[src/rtl/seven_segment_pkg.sv]
// Shared definitions for the seven-segment scan controller: function codes,
// FSM encoding and the hex segment pattern table.
package seven_segment_pkg;

  localparam int NUM_DIGITS = 4;

  localparam logic [2:0] FUNC_RAW0 = 3'd0;
  localparam logic [2:0] FUNC_RAW1 = 3'd1;
  localparam logic [2:0] FUNC_RAW2 = 3'd2;
  localparam logic [2:0] FUNC_RAW3 = 3'd3;
  localparam logic [2:0] FUNC_HEX  = 3'd4;
  localparam logic [2:0] FUNC_DEC  = 3'd5;
  localparam logic [2:0] FUNC_DP   = 3'd6;
  localparam logic [2:0] FUNC_NOP  = 3'd7;

  typedef enum logic [1:0] {
    ST_IDLE   = 2'd0,
    ST_UPDATE = 2'd1,
    ST_DONE   = 2'd2
  } state_t;

  // Segment order is g..a, bit 0 = segment a, active-high.
  function automatic logic [6:0] hex_pattern(input logic [3:0] nibble);
    logic [6:0] pattern;
    case (nibble)
      4'h0:    pattern = 7'h3F;
      4'h1:    pattern = 7'h06;
      4'h2:    pattern = 7'h5B;
      4'h3:    pattern = 7'h4F;
      4'h4:    pattern = 7'h66;
      4'h5:    pattern = 7'h6D;
      4'h6:    pattern = 7'h7D;
      4'h7:    pattern = 7'h07;
      4'h8:    pattern = 7'h7F;
      4'h9:    pattern = 7'h6F;
      4'hA:    pattern = 7'h77;
      4'hB:    pattern = 7'h7C;
      4'hC:    pattern = 7'h39;
      4'hD:    pattern = 7'h5E;
      4'hE:    pattern = 7'h79;
      default: pattern = 7'h71;
    endcase
    return pattern;
  endfunction

endpackage

[src/rtl/seven_segment_digit_decode.sv]
// Combinational next-value computation for one digit register; shared by all
// digits, the digit index arrives as a port.
module seven_segment_digit_decode
  import seven_segment_pkg::*;
(
  input  logic [7:0]  i_current,
  input  logic [31:0] i_data,
  input  logic [2:0]  i_function,
  input  logic [1:0]  i_index,
  output logic [7:0]  o_next
);

  logic [3:0] w_nibble;
  logic       w_dp_bit;
  logic       w_unused_data;

  assign w_nibble      = i_data[{1'b0, i_index, 2'b00} +: 4];
  assign w_dp_bit      = i_data[{3'b000, i_index}];
  assign w_unused_data = ^i_data[31:16];

  // NOTE: o_next gets its default before the case so every path assigns it
  // and no latch is inferred.
  always_comb begin
    o_next = i_current;
    case (i_function)
      FUNC_HEX: o_next = {i_current[7], hex_pattern(w_nibble)};
      FUNC_DEC: o_next = {i_current[7], (w_nibble > 4'd9) ? 7'd0 : hex_pattern(w_nibble)};
      FUNC_DP:  o_next = {w_dp_bit, i_current[6:0]};
      FUNC_NOP: o_next = i_current;
      default: begin
        // Raw writes: only the addressed digit takes the low data byte.
        if (i_function[1:0] == i_index) o_next = i_data[7:0];
      end
    endcase
  end

endmodule

[src/rtl/seven_segment_scan_controller.sv]
// Four-digit seven-segment controller: command FSM applying updates one digit
// per cycle, plus a free-running scan that drives active-low display lines.
module seven_segment_scan_controller
  import seven_segment_pkg::*;
#(
  parameter int SCAN_DIV = 50000
) (
  input  logic        clock,
  input  logic        reset,
  input  logic        cmdValid,
  output logic        cmdReady,
  input  logic [2:0]  cmdFunction,
  input  logic [31:0] cmdData,
  output logic        cmdDone,
  input  logic        displayEnable,
  output logic [3:0]  digitSelectN,
  output logic [7:0]  segmentsN,
  output logic [31:0] digitValues
);

  localparam int               PRE_W   = (SCAN_DIV > 1) ? $clog2(SCAN_DIV) : 1;
  localparam logic [PRE_W-1:0] PRE_MAX = PRE_W'(SCAN_DIV - 1);

  state_t            r_state;
  state_t            w_state_next;
  logic              r_alive;
  logic [2:0]        r_function;
  logic [31:0]       r_data;
  logic [1:0]        r_index;
  logic [7:0]        r_digit [NUM_DIGITS];
  logic [PRE_W-1:0]  r_prescaler;
  logic [1:0]        r_scan_index;
  logic [3:0]        r_digit_sel_n;
  logic [7:0]        r_segments_n;
  logic              w_accept;
  logic              w_write;
  logic [7:0]        w_digit_next;

  // r_alive holds cmdReady low until the first cycle after reset is released.
  // NOTE: all sequential state uses non-blocking assignments so every register
  // samples pre-edge values regardless of block ordering.
  always_ff @(posedge clock) begin
    if (!reset) begin
      r_state <= ST_IDLE;
      r_alive <= 1'b0;
    end else begin
      r_state <= w_state_next;
      r_alive <= 1'b1;
    end
  end

  always_comb begin
    w_state_next = r_state;
    cmdReady     = 1'b0;
    cmdDone      = 1'b0;
    w_accept     = 1'b0;
    w_write      = 1'b0;
    case (r_state)
      ST_IDLE: begin
        cmdReady = r_alive;
        if (cmdValid && r_alive) begin
          w_accept     = 1'b1;
          w_state_next = ST_UPDATE;
        end
      end
      ST_UPDATE: begin
        w_write = 1'b1;
        if (r_index == 2'd3) w_state_next = ST_DONE;
      end
      ST_DONE: begin
        cmdDone      = 1'b1;
        w_state_next = ST_IDLE;
      end
      default: w_state_next = ST_IDLE;
    endcase
  end

  always_ff @(posedge clock) begin
    if (!reset) begin
      r_function <= FUNC_NOP;
      r_data     <= 32'd0;
      r_index    <= 2'd0;
    end else if (w_accept) begin
      r_function <= cmdFunction;
      r_data     <= cmdData;
      r_index    <= 2'd0;
    end else if (w_write) begin
      r_index <= r_index + 2'd1;
    end
  end

  seven_segment_digit_decode u_decode (
    .i_current  (r_digit[r_index]),
    .i_data     (r_data),
    .i_function (r_function),
    .i_index    (r_index),
    .o_next     (w_digit_next)
  );

  // NOTE: the digit array is reset explicitly; it is visible display state,
  // not scratch storage, so it must come up as zero.
  always_ff @(posedge clock) begin
    if (!reset) begin
      for (int i = 0; i < NUM_DIGITS; i++) r_digit[i] <= 8'd0;
    end else if (w_write) begin
      r_digit[r_index] <= w_digit_next;
    end
  end

  // Scan timing runs regardless of the FSM and of displayEnable.
  always_ff @(posedge clock) begin
    if (!reset) begin
      r_prescaler  <= '0;
      r_scan_index <= 2'd0;
    end else if (r_prescaler == PRE_MAX) begin
      r_prescaler  <= '0;
      r_scan_index <= r_scan_index + 2'd1;
    end else begin
      r_prescaler <= r_prescaler + PRE_W'(1);
    end
  end

  always_ff @(posedge clock) begin
    if (!reset) begin
      r_digit_sel_n <= 4'hF;
      r_segments_n  <= 8'hFF;
    end else if (displayEnable) begin
      r_digit_sel_n <= ~(4'b0001 << r_scan_index);
      r_segments_n  <= ~r_digit[r_scan_index];
    end else begin
      r_digit_sel_n <= 4'hF;
      r_segments_n  <= 8'hFF;
    end
  end

  assign digitSelectN = r_digit_sel_n;
  assign segmentsN    = r_segments_n;
  assign digitValues  = {r_digit[3], r_digit[2], r_digit[1], r_digit[0]};

endmodule

[config.mk]
export PLATFORM = sky130hd
export DESIGN_NAME = seven_segment_scan_controller
export DESIGN_NICKNAME = d
export VERILOG_FILES = /design/src/rtl/seven_segment_pkg.sv /design/src/rtl/seven_segment_digit_decode.sv /design/src/rtl/seven_segment_scan_controller.sv
export SDC_FILE = /design/constraint.sdc
export NUM_CORES = 1
export LEC_CHECK = 0
export CAP_MARGIN = 20
export CELL_PAD_IN_SITES_DETAIL_PLACEMENT = 1
export CELL_PAD_IN_SITES_GLOBAL_PLACEMENT = 2
export CORE_ASPECT_RATIO = 0.9
export CORE_UTILIZATION = 35
export DETAILED_ROUTE_END_ITERATION = 10
export HOLD_SLACK_MARGIN = 0.05
export PLACE_DENSITY = 0.85
export SYNTH_ARGS = -nofsm -noshare
export SYNTH_HDL_FRONTEND = slang
export SYNTH_SLANG_ARGS = --single-unit
[constraint.sdc]
create_clock -name clock -period 6.4 [get_ports clock]
set_input_delay 1.28 -clock clock [delete_from_list [all_inputs] [get_ports clock]]
set_output_delay 1.28 -clock clock [all_outputs]
set_load 0.03 [all_outputs]
# After elaboration in Yosys (flattened, before gate mapping)
# Memory sizes are Yosys's and may differ from the RTL's. A register that Yosys moved wholly into a read port is not among the register bits.
# Index checks and enable logic that the tools add are counted.
[classes]
n_lt_le_gt_ge = 2
addsub = 3
n_shift = 2
n_bitwise = 3
n_mux = 23
eq_ne = 18
reduce_logical = 9
[op_table]
columns = ["cell", "n"]
rows = [
  ["$pmux W8 S4", 1],
  ["$shiftx A32 B5 Y4", 1],
  ["$add A16 B1 Y16 const B", 1],
  ["$eq A16 B16 Y1 const B", 1],
  ["$mux W8", 2],
  ["$eq A3 B3 Y1 const B", 4],
  ["$mux W2", 6],
  ["$mux W1", 11],
  ["$ne A5 B5 Y1 const B", 2],
  ["$not A8 Y8", 1],
  ["$reduce_or A8 Y1", 1],
  ["$mux W7", 1],
  ["$lt A2 B6 Y1 const B", 1],
  ["$ne A1 B1 Y1 const B", 5],
  ["$reduce_and A5 Y1", 1],
  ["$add A2 B1 Y2 const B", 2],
  ["$eq A2 B2 Y1 const B", 2],
  ["$gt A4 B4 Y1 const B", 1],
  ["$ne A2 B2 Y1 const B", 2],
  ["$not A4 Y4", 1],
  ["$pmux W2 S2", 1],
  ["$reduce_and A2 Y1", 2],
  ["$reduce_and A4 Y1", 1],
  ["$reduce_or A2 Y1", 2],
  ["7 further kinds", 7],
]
[totals]
word_cells = 72
n_memories = 3
input_bits = 39
ram_bits = 32
register_bits = 70
romBits = 224
[memory_table]
columns = ["name", "depth", "width", "rd", "rd_clocked_by_memory_dff", "write_ports", "line_no", "rtl"]
rows = [
  ["(name not given)", 16, 7, 1, 0, 0, "seven_segment_pkg.sv:25", "case (nibble)"],
  ["(name not given)", 16, 7, 1, 0, 0, "seven_segment_pkg.sv:25", ""],
  ["r_digit", 4, 8, 5, 1, 4, "seven_segment_scan_controller.sv:30", "logic [7:0] r_digit [NUM_DIGITS];"],
]

# Longest topological paths before layout
[depth]
ltp_word = 8
mapped_depth = 9
depth_no_buf = 8

# Hierarchy
# A second synthesis with hierarchy kept.
[unflattened]
hier_cells = 473
area_unflattened_um2 = 4917.2
[modules_own_cells]
columns = ["module", "cells_each", "seq_area_each_um2", "area_each_um2", "instances"]
rows = [
  ["seven_segment_scan_controller", 392, 2442.3, 4224.1, 1],
  ["seven_segment_digit_decode", 81, 0.0, 693.2, 1],
]

# Worst setup path before layout
# OpenSTA, ideal clock, no wires.
[synth_timing]
path_type = "input port to flip-flop"
startpoint = "input reset"
endpoint = "memory r_digit[0][0], enable pin"
slack_ns = 3.921
n_path_buf = 1
stages = 4
arrival_ns = 2.156
setup_ns = 0.323
t_required_ns = 6.077
path_cell_list = "nand2_1 or4b_1 clkbuf_1 nand2_1"
[synth_rtl]
columns = ["element", "line_no", "rtl"]
rows = [
  ["start, declared", "seven_segment_scan_controller.sv:9", "input logic reset,"],
  ["end, declared", "seven_segment_scan_controller.sv:30", ""],
]

==> flow_summary_export.csv <==
group,metric,value,unit
status,status,"complete, no violations",
layout,drive_gt1_share,9.01,%
setup_path,r2r-start,"r_index[1]$_SDFFE_PP0N_",
layout,fin_area,0.00521,mm2
sta,period_share,56.5,%
global_route,grt_busiest_layer,"met2",
yosys,syn-num-nets,457,
global_route,grt_overflow,0,
drt,drc,0,
global_route,grt_usage,17.3,%
yosys,synth-edff-count,32,
yosys,synth-seq-area-share,49.9,%
clock_tree,path_clk_slew,0.06,ns
floorplanning,initial_utilization,36.2,%
global_route,antenna_found_initial,0,
sta,fmax,277,MHz
sta,finClkSkew,0.00612,ns
setup_path,reg2reg_depth,8,
placed_design,place_congestion,0.798,
yosys,syn-cell-area,0.00418,mm2
global_route,grt_use_met2,28.8,%
clock_tree,cts_buffer_depth,2,
yosys,ys_types,51,
worst_hold_path,hold_class,"flip-flop to flip-flop",
setup_path,ff2ff_setup_slack,3.21,ns
layout,antennaDiodeCount,0,
sta,rsz0062_at_grt,"no",
drt,wirelength,9.78,mm
drt,drt_first_pass_iters,4,
sta,tns,0,ns
flow_run,maxCapViolCount,0,
floorplanning,die_w,117,um
placed_design,port-buffer-count,68,
setup_path,worst_ep_arrival_time,3.63,ns
floorplanning,io_pins,85,
placed_design,place_hpwl,7.24,mm
pwr,leakagePower,1.81,nW
clock_tree,cts_root_buffer,"clkbuf_16",
setup_path,critPathLaunch,"reset",
worst_hold_path,holdPathEnd,"r_data[12]$_SDFFE_PN0P_",
clock_tree,tritoncts,"done",
sta,slew_headroom,37.8,%
global_route,grt_use_met1,21.5,%
yosys,synth_area_per_cell,10.3,um2
yosys,yosysMostFrequentCell,"nand2_1",
yosys,synth_top_area_cell,"dfxtp_1",
clock_tree,clock-sinks,88,
pwr,power_density,238,mW/mm2
yosys,synth_top_area_share,26.8,%
sta,finalMaxSlewViolations,0,
worst_hold_path,worstHoldStart,"r_data[12]$_SDFFE_PN0P_",
global_route,grt_pass1_wl,16.1,mm
layout,areaGrowthSynthToFinish,24.8,%
clock_tree,worstSkewPairLatency,0.34,ns
pwr,vdd_ir_drop_max,0.000128,V
clock_tree,post_cts_buffers,0,
drt,drtIter0Drc,93,
setup_path,crit_required,6.41,ns
drt,via_per_inst,4.92,
sta,worstMarginPinSlew,0.931,ns
yosys,ys_warn_count,0,
setup_path,crit_path_end_kind,"flip-flop",
floorplanning,fp-row-count,37,
placed_design,postPlaceCellArea,0.00494,mm2
global_route,use_met3,4.72,%
sta,hold_viol_final,0,
clock_tree,h-tree-depth,3,
drt,routedWlPerCell,15.7,um
clock_tree,ctsResizeCount,0,
setup_path,path_max_fanout,22,
clock_tree,hold_buffers,0,
floorplanning,fp.coreArea,0.0115,mm2
worst_hold_path,min_path_cells,2,
sta,min_period,3.61,ns
yosys,synth-async-reset-ratio,0,%
yosys,yosys_most_used_dff,"dfxtp_1",
setup_path,critPathKind,"input pin to flip-flop",
yosys,ys_seq_elements,88,
yosys,syn_inst,406,
setup_path,cp-start-kind,"input pin",
global_route,grt_max_degree,26,
yosys,synth_common_cells,"nand2_1 (71), dfxtp_1 (56), nor2_1 (51)",
layout,nets,512,
setup_path,r2r_end,"r_digit[0][1]$_SDFFCE_PN0P_",
floorplanning,die_area,0.0124,mm2
global_route,grt_pass1_vias,3194,
floorplanning,die_height,106,um
drt,ant_nets,0,
clock_tree,numCtsBuffers,9,
yosys,synthTopCellsByArea,"dfxtp_1 (27%), edfxtp_1 (23%), mux4_2 (7.5%)",
sta,setup_viol_count_final,0,
drt,routed-via-count,3059,
cells by family after synthesis:
group,after synthesis,share of synthesized area [%]
compound gates,50,9.74
xor+xnor,21,4.40
fa+ha+maj,12,3.59
buf+inv,36,3.74
flops,88,49.9
mux,21,9.38
simple gates,178,19.3
cell type report:
type / count / area [um2]
Clock buffer: 11 / 233
Clock inverter: 5 / 33.8
Fill cell: 1266 / 6320
Inverter: 11 / 41.3
Multi-Input combinational cell: 282 / 1940
Sequential cell: 88 / 2080
Tap cell: 156 / 195
Timing Repair Buffer: 69 / 688
worst max-delay path by stage:
stage / end / slack (ns) / depth (start not counted)
floorplan: r_digit[0][0]$_SDFFCE_PN0P_ / 3.92 / 4
global placement: r_digit[0][1]$_SDFFCE_PN0P_ / 2.49 / 5
detailed placement: r_digit[0][1]$_SDFFCE_PN0P_ / 2.39 / 5
CTS: r_digit[0][4]$_SDFFCE_PN0P_ / 2.75 / 5
global route: r_digit[0][7]$_SDFFCE_PN0P_ / 2.59 / 6
finish: r_digit[0][3]$_SDFFCE_PN0P_ / 2.79 / 5
metal layers:
metal / vias to the layer above / routed length (um)
met2: 75 / 4620
met5: - / 0
met3: 9 / 454
met4: 0 / 142
li1: 1512 / -
met1: 1463 / 4560
report_power, final:
| group | switching (W) | leakage [nW] | internal [W] | total [W] |
|---|---|---|---|---|
| sequential | 0.0000212 | 0.787 | 0.000598 | 0.000619 |
| clock | 0.000216 | 0.126 | 0.000263 | 0.000479 |
| combinational | 0.0000786 | 0.902 | 0.0000620 | 0.000141 |
layout by cell type (no fill, tap or decap), types with 6 or more instances in the layout:
| cell type | netlist | routed |
|---|---|---|
| edfxtp_1 | 32 | 32 |
| mux4_2 | 14 | 14 |
| clkdlybuf4s50_1 | 0 | 68 |
| xnor2_1 | 10 | 10 |
| ha_1 | 12 | 12 |
| clkbuf_16 | 0 | 9 |
| dfxtp_1 | 56 | 56 |
| nor2_1 | 51 | 51 |
| a21boi_0 | 17 | 17 |
| xor2_1 | 11 | 11 |
| nand2b_1 | 9 | 9 |
| inv_1 | 11 | 11 |
| a21oi_1 | 7 | 7 |
| nand3_1 | 11 | 11 |
| nand2_1 | 71 | 71 |
| nor2b_1 | 6 | 6 |
worst max-delay path, stage by stage:
cell             delay (ns)
clkdlybuf4s50_1        0.81
buf_4                  0.33
nand2_1                0.12
or4b_1                 0.69
nand2_1                0.37
state kept, by name, indices dropped and copies added (netlist names), named ones only:
signal / cells
r_digit: 32
r_alive: 1
r_prescaler: 16
r_scan_index: 2
r_index: 2
r_data: 16
segmentsN: 8
digitSelectN: 4
r_state: 2
r_function: 3
per-stage QoR:
stage	hold slack [ns]	setup slack (ns)	std cells	total power [W]	util (%)
after CTS	0.481	2.75	622	0.00125	45.2
after global routing	0.499	2.59	622	0.00129	45.2
after detailed placement	0.472	2.39	606	0.000773	42.9
after floorplan	0.430	3.92	406	0.000718	-
final	0.472	2.79	622	0.00124	45.2
after global placement	0.444	2.49	606	0.000768	42.9
Note: power is estimated with default switching activity, not from simulation.
